<file path="src/rtl/spike_logger_if.sv">
// Event stream from spike_logger to its consumer: valid/ready handshake,
// timestamp payload and FIFO occupancy.
interface spike_logger_if #(
  parameter int unsigned DEPTH = 4,
  parameter int unsigned TS_W  = 8
);
  localparam int unsigned LVL_W = $clog2(DEPTH) + 1;

  logic             evt_valid;
  logic             evt_ready;
  logic [TS_W-1:0]  evt_data;
  logic [LVL_W-1:0] level;

  modport master (output evt_valid, output evt_data, output level, input evt_ready);
  modport slave  (input evt_valid, input evt_data, input level, output evt_ready);
endinterface

</file>
<file path="src/rtl/spike_logger.sv">
// Timestamps spikes into a small event FIFO with sticky overflow, and
// reports the spike count of each completed rate window.
module spike_logger #(
  parameter int unsigned DEPTH   = 4,
  parameter int unsigned TS_W    = 8,
  parameter int unsigned WIN_LEN = 16
) (
  input  logic                  clk,
  input  logic                  reset,
  input  logic                  spike,
  input  logic                  enable,
  input  logic                  clear_ovf,
  spike_logger_if.master        evt,
  output logic                  overflow,
  output logic [7:0]            rate
);
  localparam int unsigned PTR_W  = $clog2(DEPTH);
  localparam int unsigned LVL_W  = PTR_W + 1;
  localparam int unsigned WIN_W  = $clog2(WIN_LEN);
  localparam int unsigned RATE_W = 8;

  logic [TS_W-1:0]   ts_q;
  logic [WIN_W-1:0]  win_q;
  logic [RATE_W-1:0] acc_q;
  logic [RATE_W-1:0] rate_q;
  logic [PTR_W-1:0]  wr_ptr_q;
  logic [PTR_W-1:0]  rd_ptr_q;
  logic [LVL_W-1:0]  level_q;
  logic              valid_q;
  logic [TS_W-1:0]   data_q;
  logic              ovf_q;
  logic [TS_W-1:0]   mem [DEPTH];

  logic              push_c;
  logic              pop_c;
  logic              full_c;
  logic              push_ok_c;
  logic              drop_c;
  logic [PTR_W-1:0]  rd_next_c;
  logic [LVL_W-1:0]  level_n_c;
  logic [TS_W-1:0]   head_n_c;
  logic              win_end_c;
  logic [RATE_W-1:0] acc_sum_c;

  // FIFO control: a push on a full FIFO only lands if a pop frees the slot
  always_comb begin
    push_c    = spike & enable;
    pop_c     = valid_q & evt.evt_ready;
    full_c    = (level_q == LVL_W'(DEPTH));
    push_ok_c = push_c & (~full_c | pop_c);
    drop_c    = push_c & full_c & ~pop_c;
    rd_next_c = rd_ptr_q + PTR_W'(1);

    level_n_c = level_q;
    case ({push_ok_c, pop_c})
      2'b10:   level_n_c = level_q + LVL_W'(1);
      2'b01:   level_n_c = level_q - LVL_W'(1);
      default: level_n_c = level_q;
    endcase

    // Registered head: bypass the incoming timestamp when it becomes the head
    head_n_c = data_q;
    if (pop_c) begin
      if (level_q == LVL_W'(1)) head_n_c = ts_q;
      else                      head_n_c = mem[rd_next_c];
    end else if (level_q == '0 && push_ok_c) begin
      head_n_c = ts_q;
    end
  end

  // Rate window arithmetic; accumulator saturates at 255
  always_comb begin
    win_end_c = (win_q == WIN_W'(WIN_LEN - 1));
    acc_sum_c = (acc_q == '1) ? acc_q : acc_q + RATE_W'(spike);
  end

  always_ff @(posedge clk or negedge reset) begin
    if (!reset) begin
      ts_q     <= '0;
      win_q    <= '0;
      acc_q    <= '0;
      rate_q   <= '0;
      wr_ptr_q <= '0;
      rd_ptr_q <= '0;
      level_q  <= '0;
      valid_q  <= 1'b0;
      data_q   <= '0;
      ovf_q    <= 1'b0;
    end else begin
      if (enable) begin
        ts_q <= ts_q + TS_W'(1);
        if (win_end_c) begin
          win_q  <= '0;
          rate_q <= acc_sum_c;
          acc_q  <= '0;
        end else begin
          win_q <= win_q + WIN_W'(1);
          acc_q <= acc_sum_c;
        end
      end
      if (push_ok_c) wr_ptr_q <= wr_ptr_q + PTR_W'(1);
      if (pop_c)     rd_ptr_q <= rd_next_c;
      level_q <= level_n_c;
      valid_q <= (level_n_c != '0);
      data_q  <= head_n_c;
      if (drop_c)         ovf_q <= 1'b1;
      else if (clear_ovf) ovf_q <= 1'b0;
    end
  end

  // Storage is never observable while empty, so it carries no reset
  always_ff @(posedge clk) begin
    if (push_ok_c) mem[wr_ptr_q] <= ts_q;
  end

  assign evt.evt_valid = valid_q;
  assign evt.evt_data  = data_q;
  assign evt.level     = level_q;
  assign overflow      = ovf_q;
  assign rate          = rate_q;
endmodule

</file>
<file path="src/flat_wrapper.sv">
// flat-port wrapper written by rule: the top's interface ports become plain ports
module spike_logger_flat 
#(
  parameter int unsigned DEPTH   = 4,
  parameter int unsigned TS_W    = 8,
  parameter int unsigned WIN_LEN = 16
)
  (clk, reset, spike, enable, clear_ovf, overflow, rate, evt_evt_valid, evt_evt_data, evt_level, evt_evt_ready);
  spike_logger_if #(.DEPTH(DEPTH), .TS_W(TS_W)) evt_i ();
  input  logic clk;
  input  logic reset;
  input  logic spike;
  input  logic enable;
  input  logic clear_ovf;
  output logic overflow;
  output logic [7:0] rate;
  output wire logic [$bits(evt_i.evt_valid)-1:0] evt_evt_valid;
  output wire logic [$bits(evt_i.evt_data)-1:0] evt_evt_data;
  output wire logic [$bits(evt_i.level)-1:0] evt_level;
  input wire logic [$bits(evt_i.evt_ready)-1:0] evt_evt_ready;
  assign evt_evt_valid = evt_i.evt_valid;
  assign evt_evt_data = evt_i.evt_data;
  assign evt_level = evt_i.level;
  assign evt_i.evt_ready = evt_evt_ready;
  spike_logger #(.DEPTH(DEPTH), .TS_W(TS_W), .WIN_LEN(WIN_LEN)) u_core (.clk(clk), .reset(reset), .spike(spike), .enable(enable), .clear_ovf(clear_ovf), .evt(evt_i), .overflow(overflow), .rate(rate));
endmodule
</file>
<file path="config.mk">
export PLATFORM = sky130hd
export DESIGN_NAME = spike_logger_flat
export DESIGN_NICKNAME = d
export VERILOG_FILES = /design/src/rtl/spike_logger_if.sv /design/src/rtl/spike_logger.sv /design/src/flat_wrapper.sv
export SDC_FILE = /design/constraint.sdc
export NUM_CORES = 1
export LEC_CHECK = 0
export CORE_MARGIN = 5
export CORE_UTILIZATION = 45
export DETAILED_ROUTE_END_ITERATION = 6
export GPL_TIMING_DRIVEN = 0
export PLACE_DENSITY = 0.68
export SLEW_MARGIN = 20
export SYNTH_ARGS = -nofsm -noshare
export SYNTH_HDL_FRONTEND = slang
export SYNTH_SLANG_ARGS = --single-unit
</file>
<file path="constraint.sdc">
create_clock -name clk -period 3.1 [get_ports clk]
set_input_delay 0.31 -clock clk [delete_from_list [all_inputs] [get_ports clk]]
set_output_delay 0.31 -clock clk [all_outputs]
set_load 0.03 [all_outputs]
</file>
==> results.md <==
* Status: finished clean
* Nature of the critical path startpoint: input port
* Fin crit share at a little over four fifths
* Net count after synthesis at 275
* Setup TNS at 0 ps
* Gr usage total at 15.0%
* Classification of the worst-slack hold path: input port to asynchronous set/reset pin
* Fin crit period at approximately 2600 ps
* Rel. slew slack at ~53%
* R2R depth at 8
* I/O Buffers at 26
* Initial Util at 46.5%
* Share of layout cells above drive strength 1 at 12.7%
* Non-Filler Instances at between 300 and 400
* Largest cells by area after synthesis: dfrtp_1 33%, edfxtp_1 28%, mux4_2 5.3%, ha_1 5.1%, xnor2_1 3.1%
* FP Rows at 31
* Ys async rst share at 58.4%
* Pin count of the biggest net entering global routing at 26
* Final slew viol count at 0
* Kind of critical path: input port to flop
* Unrepaired setup endpoints after global routing: no
* Register area at 2090 um2
* Final wirelength at 6520 um
* Pwr Density at 972 nW/um2
* Io pins at 27
* Die Ht at slightly below 100 um
* Clock sink count at 77
* Yosys reg bits at between 70 and 80
* Clock Latency Late Sink at 350 ps
* DRT antenna net count at 0
* Worst Setup End Kind: flop
* Number of global-route vias before repair at 2,204
* Mapped cell area at 3410 um2
* Cts bufs inserted at 9
* Detailed Route Iter0 Violations at 105
* Post-route DRC at 0
* Cell variety after synth at 42
* Footprint of the multi-input gates at 1240 um2
* Most common library cells after synthesis: 45 x dfrtp_1, 32 x edfxtp_1, 19 x nor2_1
* Fin nets at 314
* Maximum root-to-sink buffer count at 2
* R2R Path End: u_core.evt.evt_valid$_DFF_PN0_
* Postcts setup bufs at 0
* N_diodes at 0
* Synth Warn # at 0
* Hold slack at 462 ps
* HPWL after DPL at 4360 um
* Crit-path max FO at 10
* Max IR drop VDD at around 0.38 mV
* Synth area leader: dfrtp_1
* Detailed-route via count at 2,106
* First-pass GRT wire length at 11,200 um
* Mean Syn Cell Area at 13.4 um2
* Top-count cell post-synth: dfrtp_1
* Routed WL per cell at 16.4 um
* Drt pass-1 iters at 4
* Core area at 7330 um2
* Main synth FF type: dfrtp_1
* Placed Cells incl. Taps at 381
* Core Util, Final at a little under three fifths
* GRT Residual Overflow at 0
* Final Wtd Congestion at approximately 0.77
* Fin. Hold Viols at 0
* Clk_skew at between 10 and 15 ps
* Pwr Total at 0.00392 W
* Post-Syn Instances at approximately 260
* WP data required at around 3300 ps
* Arr. time, crit path at 2840 ps
* Leakage at approximately 1.6 nW
* Fill cell count at 608
* Antenna violations before repair at 0
* R2R Setup Slk at 530 ps
* Reg-to-reg critical path startpoint: u_core.evt.level[0]$_DFF_PN0_
* Max_cap viols at 0
* Die Wd at 97.1 um
* Post-synth EDFFs at 32
* DIE AREA at around 9400 um2
* Finish-stage setup viols at 0
* Fmax at 381 MHz
* Clock slew at reported path FFs at 90 ps
* Synthesis-to-layout area growth at 18.3%
* Via density at 5.29
* Seq/Total Area, Yosys at between 60 and 70%
* CTS tree: yes
* Slew @ Worst Pin at 703 ps
* Clock Root Buffer: clkbuf_8
* Synth top area share at 33.0%
* H-tree depth at 3
==> registers in the layout, indices dropped and copies added (netlist names) <==
| register | count |
|---|---|
| u_core.acc_q | 8 |
| u_core.evt.level | 3 |
| u_core.rd_ptr_q | 2 |
| u_core.evt.evt_valid | 1 |
| u_core.wr_ptr_q | 2 |
| u_core.evt.evt_data | 8 |
| u_core.mem | 32 |
| u_core.ts_q | 8 |
| u_core.rate | 8 |
| u_core.win_q | 4 |
| u_core.overflow | 1 |
==> critical path, cell delays in order <==
cell             delay (ps)
clkdlybuf4s50_1         540
buf_2                   250
nand2_1                 110
a31oi_2                 390
inv_1                    90
ha_1                    370
o31ai_1                 250
o31ai_1                 130
or3_1                   380
==> metal layers <==
| metal | up-vias | track usage (%) | wire length (um) |
|---|---|---|---|
| li1 | 1011 | - | - |
| met1 | 1050 | 20.3 | 3070 |
| met2 | 41 | 24.1 | 3140 |
| met3 | 4 | 3.09 | 247 |
| met4 | 0 | 5.51 | 61 |
| met5 | - | 0 | 0 |
==> layout by cell type, fill, tap and decap left out, types with 2 or more instances in the layout <==
master | synthesis | layout
and3_1 | 3 | 3
bufinv_16 | 0 | 2
clkbuf_1 | 1 | 3
edfxtp_1 | 32 | 32
buf_6 | 2 | 2
clkdlybuf4s50_1 | 0 | 25
ha_1 | 14 | 14
nand4_1 | 9 | 9
nand2_1 | 15 | 15
a21oi_1 | 6 | 6
buf_2 | 4 | 5
mux4_2 | 8 | 8
nor2_1 | 19 | 19
nand3_1 | 3 | 3
nor2b_1 | 3 | 3
o22ai_1 | 3 | 3
a221o_1 | 7 | 7
mux2_2 | 3 | 3
nor3_1 | 2 | 2
o31ai_1 | 2 | 2
and2_0 | 8 | 8
xnor2_1 | 12 | 12
a21o_1 | 2 | 2
and2_1 | 5 | 5
clkbuf_8 | 0 | 9
inv_1 | 9 | 9
a31oi_1 | 5 | 5
o21ai_0 | 11 | 11
and4_1 | 2 | 2
xor2_1 | 5 | 5
dfrtp_1 | 45 | 45
mux2i_1 | 2 | 2
clkinvlp_4 | 0 | 2
==> what timing repair did <==
item / 4_1_cts / 5_1_grt
endpoints found under the hold margin: 20 / 0
resized for setup: 0 / 0
hold buffers: 1 / 0
==> cells by family after synthesis <==
group                      Yosys count  synth area share, %
AOI/OAI and AO/OA                   42                 8.69
xor gates and xnor gates            17                 4.37
adders and majority gates           14                 5.14
buffers and inverters               18                 2.57
DFF                                 77                 61.2
muxes                               13                 6.86
and+or+nand+nor                     74                 11.2
==> worst max-delay path by stage <==
stage                                             start                             end  slack [ps]  cells after the start
after floorplan           u_core.evt.level[0]$_DFF_PN0_  u_core.evt.evt_valid$_DFF_PN0_         610                      8
after global placement                           enable  u_core.evt.evt_valid$_DFF_PN0_         140                      9
after CTS                                        enable  u_core.evt.evt_valid$_DFF_PN0_         470                      9
after detailed placement                         enable  u_core.evt.evt_valid$_DFF_PN0_         100                      9
final                                            enable  u_core.evt.evt_valid$_DFF_PN0_         480                      9
after global routing                             enable  u_core.evt.evt_valid$_DFF_PN0_         220                      9
==> through the flow <==
| stage | cell area [um2] | setup WS (ps) |
|---|---|---|
| 2_1_floorplan | 3410 | 615 |
| 3_3_place_gp | 3790 | 143 |
| 3_5_place_dp | 3810 | 98.2 |
| 4_1_cts | 4040 | 469 |
| 5_1_grt | 4040 | 223 |
| 6_report | 4040 | 475 |
==> report_power, final <==
part           switching, W  leakage, nW  internal, W
Combinational      0.000772        0.622     0.000651
Clock              0.000369        0.100     0.000457
Sequential         0.000251        0.861      0.00142
==> area by class of cell <==
cell class              instances  share of cell area [%]
multi-input cells             160                    30.6
flip-flops and latches         77                    51.7
clock inverters                 5                    2.08
inverters                      10                   0.930
well taps                      99                    3.07
plain buffers                   8                    1.24
repair buffers                 28                    7.07
clock buffers                  11                    3.26
No activity file was read; power rests on OpenSTA's default activity.
